File: src/rtl/pwm_pkg.sv
// pwm_pkg: shared constants and state encoding for the PWM duty-ramp sequencer.
//   PWM_DW      default duty width (matches the PWM Din width)
//   PWM_DIVW    default step-rate divider width
//   pwm_state_e sequencer states {IDLE, RAMP}
package pwm_pkg;

    localparam int PWM_DW   = 8;
    localparam int PWM_DIVW = 4;

    typedef enum logic [0:0] {
        IDLE = 1'b0,
        RAMP = 1'b1
    } pwm_state_e;

endpackage

File: src/rtl/pwm_tick_div.sv
// pwm_tick_div: loadable down-counter clocked by the PWM period strobe.
// Fires a one-cycle step enable when a tick arrives while the count is 0,
// then reloads with the divider value latched at the last load.
// Ports:
//   CLK       in   system clock
//   sRSTn     in   synchronous reset, active-low
//   load_i    in   load counter and divider value (request accept)
//   div_i     in   divider value; one step per div_i+1 ticks
//   en_i      in   count ticks only while enabled (ramping)
//   tick_i    in   PWM period wrap strobe
//   step_en_o out  one-cycle step enable
module pwm_tick_div #(
    parameter int DIVW = 4
) (
    input  logic            CLK,
    input  logic            sRSTn,
    input  logic            load_i,
    input  logic [DIVW-1:0] div_i,
    input  logic            en_i,
    input  logic            tick_i,
    output logic            step_en_o
);

    logic [DIVW-1:0] cnt_q, cnt_d;
    logic [DIVW-1:0] div_q, div_d;

    assign step_en_o = en_i && tick_i && (cnt_q == '0);

    always_comb begin
        cnt_d = cnt_q;
        div_d = div_q;
        // Load wins over a tick in the same cycle, so a tick coinciding
        // with the accept is never counted.
        if (load_i) begin
            cnt_d = div_i;
            div_d = div_i;
        end else if (en_i && tick_i) begin
            cnt_d = (cnt_q == '0) ? div_q : cnt_q - 1'b1;
        end
    end

    always_ff @(posedge CLK) begin
        if (!sRSTn) begin
            cnt_q <= '0;
            div_q <= '0;
        end else begin
            cnt_q <= cnt_d;
            div_q <= div_d;
        end
    end

endmodule

File: src/rtl/pwm_duty_seq.sv
// pwm_duty_seq: duty-ramp sequencer for the 8-bit PWM generator.
// Accepts a target duty over a valid/ready handshake and slews Duty toward
// it by Step every Div+1 PWM period ticks, saturating on the target.
// Optional feature macro: PWM_SEQ_CLAMP_EN (clamps targets to DUTY_MAX).
// Handshake: a request is accepted on any rising edge where TgtValid and
// TgtReady are both 1; TgtReady depends only on state, never on TgtValid,
// and the requester holds TgtValid and its data stable until accepted.
// Ports:
//   CLK       in   system clock
//   sRSTn     in   synchronous reset, active-low
//   Tick      in   PWM period wrap strobe
//   TgtD      in   requested target duty
//   Step      in   step size (0 behaves as 1), sampled at accept
//   Div       in   step-rate divider, sampled at accept
//   TgtValid  in   target request
//   TgtReady  out  high in IDLE
//   Duty      out  registered duty word to the PWM
//   Busy      out  high in RAMP
//   Done      out  one-cycle pulse when Duty reaches the target
//   Clamp     out  one-cycle pulse when an accepted target was clamped
//   DbgState  out  current FSM state (debug observation)
module pwm_duty_seq
    import pwm_pkg::*;
#(
    parameter int DW       = PWM_DW,
    parameter int DIVW     = PWM_DIVW,
    parameter int DUTY_MAX = 255
) (
    input  logic            CLK,
    input  logic            sRSTn,
    input  logic            Tick,
    input  logic [DW-1:0]   TgtD,
    input  logic [DW-1:0]   Step,
    input  logic [DIVW-1:0] Div,
    input  logic            TgtValid,
    output logic            TgtReady,
    output logic [DW-1:0]   Duty,
    output logic            Busy,
    output logic            Done,
    output logic            Clamp,
    output logic [0:0]      DbgState
);

    localparam logic [0:0] ST_IDLE = IDLE;
    localparam logic [0:0] ST_RAMP = RAMP;

    logic [0:0]    state_q, state_d;
    logic [DW-1:0] duty_q, duty_d;
    logic [DW-1:0] tgt_q, tgt_d;
    logic [DW-1:0] step_q, step_d;
    logic          up_q, up_d;
    logic          done_q, done_d;
    logic          clamp_q, clamp_d;

    logic          accept;
    logic          step_en;
    logic [DW-1:0] tgt_in;
    logic          clamp_hit;
    logic [DW:0]   gap;

`ifdef PWM_SEQ_CLAMP_EN
    localparam logic [DW-1:0] DMAX = DW'(DUTY_MAX);
    assign clamp_hit = (TgtD > DMAX);
    assign tgt_in    = clamp_hit ? DMAX : TgtD;
`else
    assign clamp_hit = 1'b0;
    assign tgt_in    = TgtD;
`endif

    assign TgtReady = (state_q == ST_IDLE);
    assign Busy     = (state_q == ST_RAMP);
    assign Duty     = duty_q;
    assign Done     = done_q;
    assign Clamp    = clamp_q;
    assign DbgState = state_q;

    assign accept = TgtValid && TgtReady;

    pwm_tick_div #(
        .DIVW (DIVW)
    ) u_tick_div (
        .CLK       (CLK),
        .sRSTn     (sRSTn),
        .load_i    (accept),
        .div_i     (Div),
        .en_i      (Busy),
        .tick_i    (Tick),
        .step_en_o (step_en)
    );

    // Remaining distance to the target, one bit wider than Duty.
    assign gap = up_q ? ({1'b0, tgt_q} - {1'b0, duty_q})
                      : ({1'b0, duty_q} - {1'b0, tgt_q});

    always_comb begin
        state_d = state_q;
        duty_d  = duty_q;
        tgt_d   = tgt_q;
        step_d  = step_q;
        up_d    = up_q;
        done_d  = 1'b0;
        clamp_d = 1'b0;
        case (state_q)
            ST_IDLE: begin
                if (TgtValid) begin
                    tgt_d   = tgt_in;
                    step_d  = (Step == '0) ? DW'(1) : Step;
                    up_d    = (tgt_in > duty_q);
                    clamp_d = clamp_hit;
                    if (tgt_in == duty_q) begin
                        done_d = 1'b1;
                    end else begin
                        state_d = ST_RAMP;
                    end
                end
            end
            ST_RAMP: begin
                if (step_en) begin
                    if (gap <= {1'b0, step_q}) begin
                        duty_d  = tgt_q;
                        done_d  = 1'b1;
                        state_d = ST_IDLE;
                    end else begin
                        // gap > step here, so this cannot wrap in DW bits.
                        duty_d = up_q ? (duty_q + step_q) : (duty_q - step_q);
                    end
                end
            end
            default: state_d = ST_IDLE;
        endcase
    end

    always_ff @(posedge CLK) begin
        if (!sRSTn) begin
            state_q <= ST_IDLE;
            duty_q  <= '0;
            tgt_q   <= '0;
            step_q  <= DW'(1);
            up_q    <= 1'b0;
            done_q  <= 1'b0;
            clamp_q <= 1'b0;
        end else begin
            state_q <= state_d;
            duty_q  <= duty_d;
            tgt_q   <= tgt_d;
            step_q  <= step_d;
            up_q    <= up_d;
            done_q  <= done_d;
            clamp_q <= clamp_d;
        end
    end

endmodule

File: config.mk
export PLATFORM = sky130hd
export DESIGN_NAME = pwm_duty_seq
export DESIGN_NICKNAME = d
export VERILOG_FILES = /design/src/rtl/pwm_pkg.sv /design/src/rtl/pwm_tick_div.sv /design/src/rtl/pwm_duty_seq.sv
export SDC_FILE = /design/constraint.sdc
export NUM_CORES = 1
export LEC_CHECK = 0
export BUFFER_PORTS_ARGS = -buffer_cell sky130_fd_sc_hd__buf_2
export CAP_MARGIN = 20
export CELL_PAD_IN_SITES_DETAIL_PLACEMENT = 0
export CELL_PAD_IN_SITES_GLOBAL_PLACEMENT = 1
export CORE_MARGIN = 2
export CORE_UTILIZATION = 43
export CTS_CLUSTER_DIAMETER = 80
export DETAILED_ROUTE_END_ITERATION = 6
export PLACE_DENSITY = 0.91
export SLEW_MARGIN = 30
export SYNTH_ARGS = -nofsm -noshare
export SYNTH_HDL_FRONTEND = slang
export SYNTH_SLANG_ARGS = --single-unit
export TNS_END_PERCENT = 10
File: constraint.sdc
create_clock -name CLK -period 4.3 [get_ports CLK]
set_input_delay 0.215 -clock CLK [delete_from_list [all_inputs] [get_ports CLK]]
set_output_delay 0.215 -clock CLK [all_outputs]
set_load 0.02 [all_outputs]
# Yosys cells after proc, flatten, opt, wreduce, memory -nomap -nowiden
# Cells that the tools add are included.
[word_totals]
ff_bits = 35
output_inout_bits = 13
wordCells = 42
[classes]
add_sub_neg = 5
order_cmp = 2
n_eq_ne = 1
mux = 17
bitwise_logic = 1
n_reduce_logical = 8
[ops]
columns = ["cell", "count"]
rows = [
  ["8-bit two-way mux", 3],
  ["8-bit by 8-bit subtractor with 9-bit output", 2],
  ["4-bit two-way mux", 3],
  ["9-bit by 8-bit <= comparator with 1-bit output", 1],
  ["9-bit two-way mux", 1],
  ["8-bit adder", 1],
  ["8-bit == test", 1],
  ["8-bit greater-than comparator", 1],
  ["8-bit logical NOT", 1],
  ["1-bit two-way mux", 8],
  ["8-bit subtractor", 1],
  ["4-bit logical NOT", 1],
  ["1-bit case mux with 2 select lines", 2],
  ["2-bit AND reduction", 2],
  ["4-bit by 1-bit subtractor with 4-bit output, second input constant", 1],
  ["1-bit logical AND", 3],
  ["2-bit nonzero test", 1],
  ["1-bit inverter", 1],
]

# Longest topological paths before layout
# Gate-level depths: netlist (run 1).
[logic_depth]
word_depth = 6
mapped_depth = 16
depth_no_buf = 15

# By module
# From an unflattened synthesis (run 1), not the netlist that was laid out.
[hier_totals]
hier_cells = 365
area_unflattened_um2 = 3026.7
[by_module_without_submodules]
columns = ["mod", "instances", "cells_per_inst", "area_per_inst_um2", "seq_area_each_um2"]
rows = [
  ["pwm_duty_seq", 1, 317, 2575.0, 540.5],
  ["pwm_tick_div", 1, 48, 451.7, 160.2],
]

# Worst setup path before layout (run 1)
# No wires, ideal clock.
[synth_timing]
path_kind = "register to register"
start = "register duty_q[0], in the netlist Duty[0]"
end = "register duty_q[5], in the netlist Duty[5]"
arrival_time_ns = 3.359
required_time_ns = 4.180
path_slack_ns = 0.821
path_stages_with_launch = 16
synth_period_minus_slack_ns = 3.479
path_cell_list = "dfxtp_1 > inv_1 > ha_1 > fa_1 > nand3b_1 > nand2_1 > o21ai_0 > o221ai_1 > xor2_1 > ha_1 > a2111oi_2 > o21ai_1 > o221ai_2 > o311a_2 > a21oi_1 > o31a_1"
[synth_via]
elab_chain_len = 4
elab_cells_between_ends = 8
classes_between = "add/sub (4); order compare (1); mux (3)"
[synth_rtl]
columns = ["item", "line", "text"]
rows = [
  ["start, declared", "pwm_duty_seq.sv:48", "logic [DW-1:0] duty_q, duty_d;"],
  ["start signal, assigned", "pwm_duty_seq.sv:144", "duty_q <= duty_d;"],
  ["8-bit by 8-bit subtractor with 9-bit output, on equally long branches", "pwm_duty_seq.sv:93, pwm_duty_seq.sv:92", ""],
  ["9-bit two-way mux", "pwm_duty_seq.sv:92", "assign gap = up_q ? ({1'b0, tgt_q} - {1'b0, duty_q})"],
  ["9-bit by 8-bit <= comparator with 1-bit output", "pwm_duty_seq.sv:119", "if (gap <= {1'b0, step_q}) begin"],
  ["8-bit two-way mux *", "pwm_duty_seq.sv:119", ""],
]
# Mark *: on every way between the ends. The rest lies on a longest branch, timed or not.
# A chain may end at the register's enable or synchronous reset.

# Worst setup path in the final report (run 1)
[layout_timing]
start = "register duty_q[0], in the netlist Duty[0]"
end = "register duty_q[2], in the netlist Duty[2]"
# Same word-level chain as after synthesis.

==> summary.txt, run 1 <==
STA
  – Final period utilization: 0.903
  – Max_slew headroom: 0.397
  – Tmin final: 3.88 ns
  – Sum Neg Setup Slack: 0 ns
  – Fin. max-slew vios: 0
  – # setup viols final: 0
  – Worst Tran Pin Value: 0.902 ns
  – Clock skew: 0.00720 ns
  – RSZ-0062 raised after global routing: false
  – Fmax: 0.258 GHz
  – Final hold viol count: 0

Clock tree
  – Post-CTS sizing: 0
  – Clock sinks: 35
  – Clk Tree Root Cell: clkbuf_8
  – Clock Tree Buf Depth: 2
  – Htree depth: 2
  – TritonCTS Buffers: 5
  – Post-CTS Setup Bufs: 0
  – Clock slew at reported path FFs: 0.07 ns
  – Hold_buf cts: 0
  – Clock latency on the worst-skew pair: 0.29 ns
  – TritonCTS clock tree: built

Yosys
  – Syn Area/Cell: 7.78 µm²
  – Cells after synthesis: 378
  – Top cells by area, synth: dfxtp_1, ha_1, a21oi_1, nand2_1, inv_1
  – Synth top area share: 0.238
  – Commonest cells post-synth: nand2_1, a21oi_1, ha_1, dfxtp_1, inv_1
  – Synthesis-stage register bit count: 35
  – Mapped Area: 0.00294 mm²
  – Total number of yosys warnings: 0
  – Most frequent cell after synthesis: nand2_1
  – Post-synthesis cell type count: 53
  – Post-synth EDFFs: 0
  – Synth Flop Type: dfxtp_1
  – Sequential fraction of the synthesis area: 0.238
  – Syn Nets: 446
  – Asr flop ratio synth: 0
  – Area leader, netlist: dfxtp_1

Layout
  – Share of layout cells above drive strength 1: 0.133
  – Nets: 473
  – Synth-to-Final Area Change: 10.5%
  – Antenna Cells: 0

Setup path
  – Critical path endpoint category: register
  – CP peak stage delay: 0.44 ns
  – Critical Path RT: 4.45 ns
  – Critical Path, Cell by Cell: inv_1, ha_1, fa_1, nand3b_1, nand2_1, o21ai_0, o221ai_1, xor2_1, ha_1, a2111oi_2, o21ai_1, o221ai_2, o311ai_2, o2111ai_1, o311ai_1
  – Worst path bufs/invs: 1
  – Critical-path top delay cell: dfxtp_1
  – Setup crit start kind: register
  – Most frequent CP cell: ha_1
  – CP max FO: 8
  – Delay-heaviest family, CP: compound AO/OA/AOI/OAI gates
  – Crit path kind: reg2reg
  – Worst EP arrival: 4.03 ns

Status
  – Status: finished clean

Pwr
  – Pwr Total: 1430 µW
  – Pwr/cell area: 441 mW/mm²
  – Max VDD drop: 0.000214 V
  – Leakage: 0.00131 µW

Die
  – Die area: 0.00751 mm²
  – Die width: 86.7 µm
  – Io pins: 37
  – Core region area: 0.00672 mm²
  – Initial core utilization: 0.437
  – Num rows: 30
  – Die Y: 86.7 µm

Global routing
  – Total GRT Usage: 0.217
  – Vias in the first global route: 2638
  – Overflow after GRT: 0
  – Largest net degree at the start of global routing: 28
  – First-pass GRT wire length: 13.0 mm
  – Initial antenna violation count: 0

Flow run
  – Max-Cap Viols: 0

Route
  – Iter 0 DRT Violations: 235
  – Via count: 2805
  – Post-DRT Antenna Nets: 0
  – WL per Instance: 16.1 µm
  – Post-route DRC: 0
  – Number of iterations in the first detailed-routing pass: 5
  – Total Routed Length: 7.81 mm
  – Via density per instance: 5.77

Place
  – Port bufs: 35
  – DP HPWL: 6.06 mm
  – Placer congestion estimate: 0.948

Worst hold path
  – Hold crit path type: in2reg
## power breakdown
| part | total, µW | internal (µW) | switching, µW |
|---|---|---|---|
| Combinational | 781 | 308 | 472 |
| Clock | 264 | 146 | 118 |
| Sequential | 389 | 352 | 36.5 |
| Total | 1430 | 807 | 627 |
## cell families after synthesis
family | Yosys count | synth area share
buffers and inverters | 51 | 0.0711
xor gates and xnor gates | 19 | 0.0566
muxes | 4 | 0.0140
AOI/OAI and AO/OA | 115 | 0.249
and+or+nand+nor | 109 | 0.174
DFF | 35 | 0.238
other | 1 | 0.00128
adders and majority gates | 44 | 0.195
## path summary, 6_finish.rpt
path	from	endpoint	slack, ns	cells past startpoint
max	Duty[0]	Duty[2]	0.42	15
min	Step[5]	step_q[5]	0.17	3
max reg2reg	Duty[0]	Duty[2]	0.42	15
min reg2reg	u_tick_div.div_q[2]	u_tick_div.div_q[2]	0.46	2
## sequential cells by signal (all words and copies together), names as in the netlist
signal            count
Busy                  1
Done                  1
Duty                  8
step_q                8
tgt_q                 8
u_tick_div.cnt_q      4
u_tick_div.div_q      4
up_q                  1
## worst register-to-register path, cell delays in order, from the launching register on
cell and delay [ns]:
dfxtp_1 0.44, inv_1 0.07, ha_1 0.25, fa_1 0.41, nand3b_1 0.17, nand2_1 0.10, o21ai_0 0.13, o221ai_1 0.25
xor2_1 0.18, ha_1 0.28, a2111oi_2 0.39, o21ai_1 0.14, o221ai_2 0.24, o311ai_2 0.30, o2111ai_1 0.26, o311ai_1 0.12
## stage by stage
stage	instances	cell area (µm²)	worst slack, ns	hold slack [ns]	utilization
2_1_floorplan	378	2940	0.821	0.351	-
3_3_place_gp	478	3150	0.668	0.443	0.469
3_5_place_dp	478	3150	0.482	0.452	0.469
4_1_cts	486	3250	0.470	0.175	0.483
5_1_grt	486	3250	0.246	0.183	0.483
6_report	486	3250	0.417	0.172	0.483
## layout make-up
cell class / count / area [µm²]
fill: 670 / 3470
multi-input combinational: 292 / 2030
sequential: 35 / 701
timing repair buffer: 37 / 190
inverter: 34 / 128
clock buffer: 8 / 100
tap: 80 / 100
## cell usage in the layout, fill, tap and decap left out, types with 9 or more instances in the layout
cell,synthesis,routed
a21oi_1,42,42
a31oi_1,9,9
buf_2,2,35
dfxtp_1,35,35
ha_1,41,41
inv_1,33,33
nand2_1,54,54
nand3_1,13,13
nor2_1,11,11
o21ai_0,16,16
o21ai_1,12,12
xnor2_1,13,13
## per-layer routing
| layer | up-vias | global-route usage | wire [µm] |
|---|---|---|---|
| met4 | 0 | 0.0724 | 171 |
| met1 | 1288 | 0.298 | 3590 |
| met2 | 104 | 0.348 | 3580 |
| met3 | 15 | 0.0333 | 478 |
| li1 | 1398 | - | - |
| met5 | - | 0 | 0 |
No activity file was read; power rests on OpenSTA's default activity.
==> inputs of run 2 (changes only) <==
--- a/config.mk
+++ b/config.mk
@@ -9,6 +9,7 @@
 export CAP_MARGIN = 20
 export CELL_PAD_IN_SITES_DETAIL_PLACEMENT = 0
 export CELL_PAD_IN_SITES_GLOBAL_PLACEMENT = 1
+export CORE_ASPECT_RATIO = 0.7
 export CORE_MARGIN = 2
 export CORE_UTILIZATION = 43
 export CTS_CLUSTER_DIAMETER = 80
==> summary.txt, run 2 (synthesized netlist as in run 1, its figures left out) <==
Die
  – Die Y: 73.2 µm (was 86.7 µm)
  – Core region area: 0.00669 mm² (was 0.00672 mm²)
  – Die width: 103 µm (was 86.7 µm)
  – Io pins: 37 (unchanged)
  – Num rows: 25 (was 30)
  – Die area: 0.00752 mm² (was 0.00751 mm²)
  – Initial core utilization: 0.439 (was 0.437)

STA
  – # setup viols final: 0 (unchanged)
  – Final period utilization: 0.919 (was 0.903)
  – Fmax: 0.253 GHz (was 0.258 GHz)
  – Tmin final: 3.95 ns (was 3.88 ns)
  – Fin. max-slew vios: 0 (unchanged)
  – RSZ-0062 raised after global routing: true (was false)
  – Setup ws final: 0.349 ns (was 0.417 ns)
  – Final hold viol count: 0 (unchanged)
  – Max_slew headroom: 0.398 (was 0.397)
  – Clock skew: 0.00976 ns (was 0.00720 ns)
  – Worst Tran Pin Value: 0.902 ns (about the same)

Setup path
  – Critical Path, Cell by Cell: inv_1, ha_1, fa_1, nand3b_1, nand3_1, o21ai_0, o221ai_1, xor2_1, ha_1, a2111oi_2, o21ai_1, o221ai_2, o311ai_2, o2111ai_1, o311ai_1 (was inv_1, ha_1, fa_1, nand3b_1, nand2_1, o21ai_0, o221ai_1, xor2_1, ha_1, a2111oi_2, o21ai_1, o221ai_2, o311ai_2, o2111ai_1, o311ai_1)
  – FF-to-FF path depth: 15 (unchanged)
  – Setup crit start kind: register (unchanged)
  – CP max FO: 8 (unchanged)
  – Crit Reg-Reg Endpoint: Duty[2] (unchanged)
  – R2R Setup Slk: 0.35 ns (was 0.42 ns)
  – Most frequent CP cell: ha_1 (unchanged)
  – Critical Path RT: 4.46 ns (was 4.45 ns)
  – Worst path bufs/invs: 1 (unchanged)
  – Crit path kind: reg2reg (unchanged)
  – Delay-heaviest family, CP: compound AO/OA/AOI/OAI gates (unchanged)
  – CP peak stage delay: 0.41 ns (was 0.44 ns)
  – FF-to-FF Start: tgt_q[0] (was Duty[0])
  – Critical path endpoint category: register (unchanged)
  – Critical-path top delay cell: dfxtp_1 (unchanged)
  – Worst EP arrival: 4.11 ns (was 4.03 ns)

Clock tree
  – TritonCTS Buffers: 5 (unchanged)
  – Clock Tree Buf Depth: 2 (unchanged)
  – Hold_buf cts: 0 (unchanged)
  – Clock slew at reported path FFs: 0.08 ns (was 0.07 ns)
  – Clock latency on the worst-skew pair: 0.30 ns (was 0.29 ns)
  – Htree depth: 2 (unchanged)
  – Clk Tree Root Cell: clkbuf_8 (unchanged)
  – Post-CTS Setup Bufs: 0 (unchanged)
  – TritonCTS clock tree: built (unchanged)
  – Clock sinks: 35 (unchanged)

Flow run
  – Max-Cap Viols: 0 (unchanged)

Route
  – WL per Instance: 16.7 µm (was 16.1 µm)
  – Via count: 2822 (was 2805)
  – Number of iterations in the first detailed-routing pass: 5 (unchanged)
  – Post-DRT Antenna Nets: 0 (unchanged)
  – Total Routed Length: 8.36 mm (was 7.81 mm)
  – Via density per instance: 5.63 (was 5.77)
  – Iter 0 DRT Violations: 247 (was 235)
  – Post-route DRC: 0 (unchanged)

Layout
  – Synth-to-Final Area Change: 11.2% (was 10.5%)
  – Antenna Cells: 0 (unchanged)
  – Share of layout cells above drive strength 1: 0.143 (was 0.133)
  – Core Util, Final: 0.488 (was 0.483)
  – Commonest non-fill, non-tap cell in the layout: nand2_1 (unchanged)
  – Nets: 474 (was 473)
  – Most frequent cells in the layout: nand2_1, a21oi_1, ha_1 (unchanged)

Place
  – DP HPWL: 6.44 mm (was 6.06 mm)
  – Port bufs: 35 (unchanged)
  – Placer congestion estimate: 0.945 (was 0.948)
  – Place WS: 0.333 ns (was 0.482 ns)

Pwr
  – Max VDD drop: 0.000206 V (was 0.000214 V)
  – Leakage: 0.00131 µW (about the same)
  – Pwr/cell area: 439 mW/mm² (was 441 mW/mm²)

Global routing
  – Initial antenna violation count: 0 (unchanged)
  – Total GRT Usage: 0.232 (was 0.217)
  – Vias in the first global route: 2616 (was 2638)
  – Overflow after GRT: 0 (unchanged)
  – Largest net degree at the start of global routing: 28 (unchanged)
  – First-pass GRT wire length: 13.4 mm (was 13.0 mm)

Worst hold path
  – Hold worst-path end: step_q[6] (was step_q[5])
  – Hold crit path type: in2reg (unchanged)
  – Hold depth: 3 (unchanged)
  – Worst Hold Launch: Step[6] (was Step[5])

Status
  – Status: finished clean (unchanged)
## run 2: changes by cell type in the layout (fill, tap and decap cells not counted), moves of 2 or more
cell      previous run  this run
dfxtp_1             35        33
clkbuf_8             7         5
dfxtp_2              0         2
clkinv_2             0         3
## run 2: metrics by stage
stage / hold slack, ns / TNS, ns / instance area (µm²) / instances / total power (µW)
floorplan: 0.351 / 0 / 2940 / 378 / 978
global placement: 0.441 / 0 / 3170 / 493 / 1160
detailed placement: 0.447 / 0 / 3170 / 493 / 1170
CTS: 0.166 / 0 / 3260 / 501 / 1410
global route: 0.177 / -0.00363 / 3270 / 501 / 1540
finish: 0.163 / 0 / 3270 / 501 / 1440
## run 2: where the power goes
part	internal, µW	total, µW	switching, µW
sequential	352	395	42.2
clock	111	241	130
combinational	318	799	481
total	781	1440	654
## run 2: per-layer routing
metal | global-route usage | vias to the layer above | wire, µm | part of all wire
met4 | 0.0439 | 0 | 93 | 0.011
met3 | 0.0603 | 12 | 655 | 0.078
met5 | 0 | - | 0 | 0
met2 | 0.343 | 104 | 3460 | 0.41
li1 | - | 1398 | - | -
met1 | 0.343 | 1308 | 4150 | 0.50
## run 2: layout make-up
class | instances | area, µm²
Clock buffer | 5 | 68.8
Clock inverter | 3 | 15.0
Fill cell | 673 | 3420
Inverter | 34 | 128
Multi-Input combinational cell | 292 | 2040
Sequential cell | 35 | 703
Tap cell | 94 | 118
Timing Repair Buffer | 38 | 198
## run 2: worst reg2reg max path: cells and delay by family, from the launching register on
family | cells | cell delay (ns)
AOI/OAI and AO/OA | 8 | 1.80
DFF | 1 | 0.41
xor gates and xnor gates | 1 | 0.23
buffers and inverters | 1 | 0.06
and+or+nand+nor | 2 | 0.38
adders and majority gates | 3 | 0.93
## run 2: worst max path at each step
stage | from | end | slack (ns) | cells after the start
2_1_floorplan | Duty[0] | Duty[5] | 0.82 | 15
3_3_place_gp | Duty[0] | Duty[2] | 0.36 | 15
3_5_place_dp | Duty[0] | Duty[7] | 0.33 | 15
4_1_cts | Duty[0] | Duty[7] | 0.28 | 15
5_1_grt | tgt_q[0] | Duty[2] | -0.004 | 15
6_report | tgt_q[0] | Duty[2] | 0.35 | 15
## run 2: what timing repair did
action	in CTS	in global routing
endpoints found under the hold margin	0	0
setup endpoints to repair	0	10
gates resized for setup	0	3
==> inputs of run 3 (changes only) <==
--- a/config.mk
+++ b/config.mk
@@ -10,7 +10,7 @@
 export CELL_PAD_IN_SITES_DETAIL_PLACEMENT = 0
 export CELL_PAD_IN_SITES_GLOBAL_PLACEMENT = 1
 export CORE_ASPECT_RATIO = 0.7
-export CORE_MARGIN = 2
+export CORE_MARGIN = 5
 export CORE_UTILIZATION = 43
 export CTS_CLUSTER_DIAMETER = 80
 export DETAILED_ROUTE_END_ITERATION = 6
==> summary.txt, run 3 (synthesized netlist as in run 1, its figures left out) <==
Layout
  – Core Util, Final: 0.487 (was 0.488)
  – Most frequent cells in the layout: nand2_1, a21oi_1, ha_1 (unchanged)
  – Nets: 474 (unchanged)
  – Area of the multi-input gates: 0.00203 mm² (was 0.00204 mm²)
  – Synth-to-Final Area Change: 10.8% (was 11.2%)
  – Commonest non-fill, non-tap cell in the layout: nand2_1 (unchanged)
  – Filler Cells Inserted: 683 (was 673)
  – Register area: 701 µm² (was 703 µm²)
  – Share of layout cells above drive strength 1: 0.138 (was 0.143)
  – Antenna Cells: 0 (unchanged)
  – Non-Filler Instances: 501 (unchanged)

Pwr
  – Leakage: 0.00131 µW (about the same)
  – Seq pwr share: 0.281 (was 0.275)
  – Pwr/cell area: 433 mW/mm² (was 439 mW/mm²)
  – Switching pwr: 637 µW (was 654 µW)
  – Clock share of power: 0.168 (about the same)
  – Internal power: 772 µW (was 781 µW)
  – Share of total power in combinational logic: 0.551 (was 0.557)
  – Switching part of the total: 0.452 (was 0.455)
  – Max VDD drop: 0.000178 V (was 0.000206 V)

Clock tree
  – Htree depth: 2 (unchanged)
  – Clock Tree Buf Depth: 2 (unchanged)
  – Post-CTS Setup Bufs: 0 (unchanged)
  – Clock sinks: 35 (unchanged)
  – Clock slew at reported path FFs: 0.08 ns (about the same)
  – Clock latency on the worst-skew pair: 0.29 ns (was 0.30 ns)
  – TritonCTS clock tree: built (unchanged)
  – Hold_buf cts: 0 (unchanged)
  – Clk Tree Root Cell: clkbuf_8 (unchanged)
  – Post-CTS sizing: 0 (unchanged)
  – TritonCTS Buffers: 5 (unchanged)

STA
  – Final period utilization: 0.915 (was 0.919)
  – Final hold viol count: 0 (unchanged)
  – Tmin final: 3.94 ns (was 3.95 ns)
  – # setup viols final: 0 (unchanged)
  – RSZ-0062 raised after global routing: false (was true)
  – Clock skew: 0.0110 ns (was 0.00976 ns)
  – Worst Tran Pin Value: 0.930 ns (was 0.902 ns)
  – Fmax: 0.254 GHz (was 0.253 GHz)
  – Max_slew headroom: 0.379 (was 0.398)
  – Fin. max-slew vios: 0 (unchanged)
  – Hold WS: 0.174 ns (was 0.163 ns)
  – Sum Neg Setup Slack: 0 ns (unchanged)

Global routing
  – Overflow after GRT: 0 (unchanged)
  – Vias in the first global route: 2670 (was 2616)
  – Initial antenna violation count: 0 (unchanged)
  – Largest net degree at the start of global routing: 26 (was 28)
  – Total GRT Usage: 0.198 (was 0.232)
  – First-pass GRT wire length: 13.6 mm (was 13.4 mm)

Setup path
  – Crit Reg-Reg Endpoint: Duty[2] (unchanged)
  – CP max FO: 8 (unchanged)
  – CP Launch Point: Duty[0] (was tgt_q[0])
  – Critical Path RT: 4.45 ns (was 4.46 ns)
  – Critical Path Sink: Duty[2] (unchanged)
  – Setup crit start kind: register (unchanged)
  – Critical path endpoint category: register (unchanged)
  – R2R Setup Slk: 0.36 ns (was 0.35 ns)
  – Worst EP arrival: 4.09 ns (was 4.11 ns)
  – FF-to-FF Start: Duty[0] (was tgt_q[0])
  – Crit path kind: reg2reg (unchanged)
  – FF-to-FF path depth: 15 (unchanged)

Route
  – Via count: 2849 (was 2822)
  – Post-route DRC: 0 (unchanged)
  – WL per Instance: 16.3 µm (was 16.7 µm)
  – Number of iterations in the first detailed-routing pass: 5 (unchanged)
  – Total Routed Length: 8.16 mm (was 8.36 mm)
  – Post-DRT Antenna Nets: 0 (unchanged)
  – Iter 0 DRT Violations: 271 (was 247)
  – Via density per instance: 5.69 (was 5.63)

Status
  – Status: finished clean (unchanged)

Worst hold path
  – Hold crit path type: in2reg (unchanged)

Die
  – Core region area: 0.00669 mm² (unchanged)
  – Die area: 0.00861 mm² (was 0.00752 mm²)
  – Die Y: 79.2 µm (was 73.2 µm)
  – Io pins: 37 (unchanged)
  – Initial core utilization: 0.439 (unchanged)
  – Num rows: 25 (unchanged)
  – Die width: 109 µm (was 103 µm)

Place
  – Port bufs: 35 (unchanged)
  – Placed insts: 493 (unchanged)
  – Placer congestion estimate: 0.910 (was 0.945)
  – DP HPWL: 6.47 mm (was 6.44 mm)

Flow run
  – Max-Cap Viols: 0 (unchanged)
## run 3: cell counts in the layout (fill, tap and decap cells not counted)
No cell type changed its count.
## run 3: cell type report
| cell class | count | area share |
|---|---|---|
| clock buffer | 5 | 0.0211 |
| clock inverter | 3 | 0.00461 |
| inverter | 34 | 0.0392 |
| multi-input combinational | 292 | 0.623 |
| sequential | 35 | 0.215 |
| tap | 94 | 0.0361 |
| timing repair buffer | 38 | 0.0607 |
## run 3: how the worst min path moves through the flow
stage / from / end / slack (ns) / cells past startpoint
2_1_floorplan: Step[6] / step_q[6] / 0.35 / 2
3_3_place_gp: u_tick_div.div_q[2] / u_tick_div.div_q[2] / 0.45 / 2
3_5_place_dp: step_q[6] / step_q[6] / 0.45 / 2
4_1_cts: Step[7] / step_q[7] / 0.17 / 3
5_1_grt: Step[7] / step_q[7] / 0.17 / 3
6_report: Step[5] / step_q[5] / 0.17 / 3
## run 3: power groups by stage
| stage | registers (µW) | clock network, µW | logic [µW] |
|---|---|---|---|
| after floorplan | 395 | 0 | 583 |
| after global placement | 401 | 0 | 746 |
| after detailed placement | 402 | 0 | 760 |
| after CTS | 395 | 240 | 764 |
| after global routing | 401 | 256 | 868 |
| final | 396 | 237 | 777 |
## run 3: stage by stage
| stage | worst slack (ns) | power [µW] | instance area [µm²] |
|---|---|---|---|
| finish | 0.364 | 1410 | 3260 |
| global route | 0.102 | 1530 | 3260 |
| CTS | 0.420 | 1400 | 3260 |
| detailed placement | 0.460 | 1160 | 3170 |
| global placement | 0.574 | 1150 | 3170 |
| floorplan | 0.821 | 978 | 2940 |
## run 3: critical path, stage by stage (launching register included)
cell and delay, ns:
dfxtp_1 0.51, inv_1 0.08, ha_1 0.26, fa_1 0.39
nand3b_1 0.17, nand2_1 0.09, o21ai_0 0.12, o221ai_1 0.26
xor2_1 0.22, ha_1 0.30, a2111oi_2 0.36, o21ai_1 0.14
o221ai_2 0.23, o311ai_2 0.29, o2111ai_1 0.27, o311ai_1 0.12
## run 3: per-layer routing
layer	track usage	share of wire	routed length [µm]	vias to the layer above
li1	-	-	-	1397
met1	0.306	0.50	4120	1334
met2	0.292	0.42	3410	114
met3	0.0366	0.074	602	4
met5	0	0	0	-
met4	0.0227	0.0036	29	0
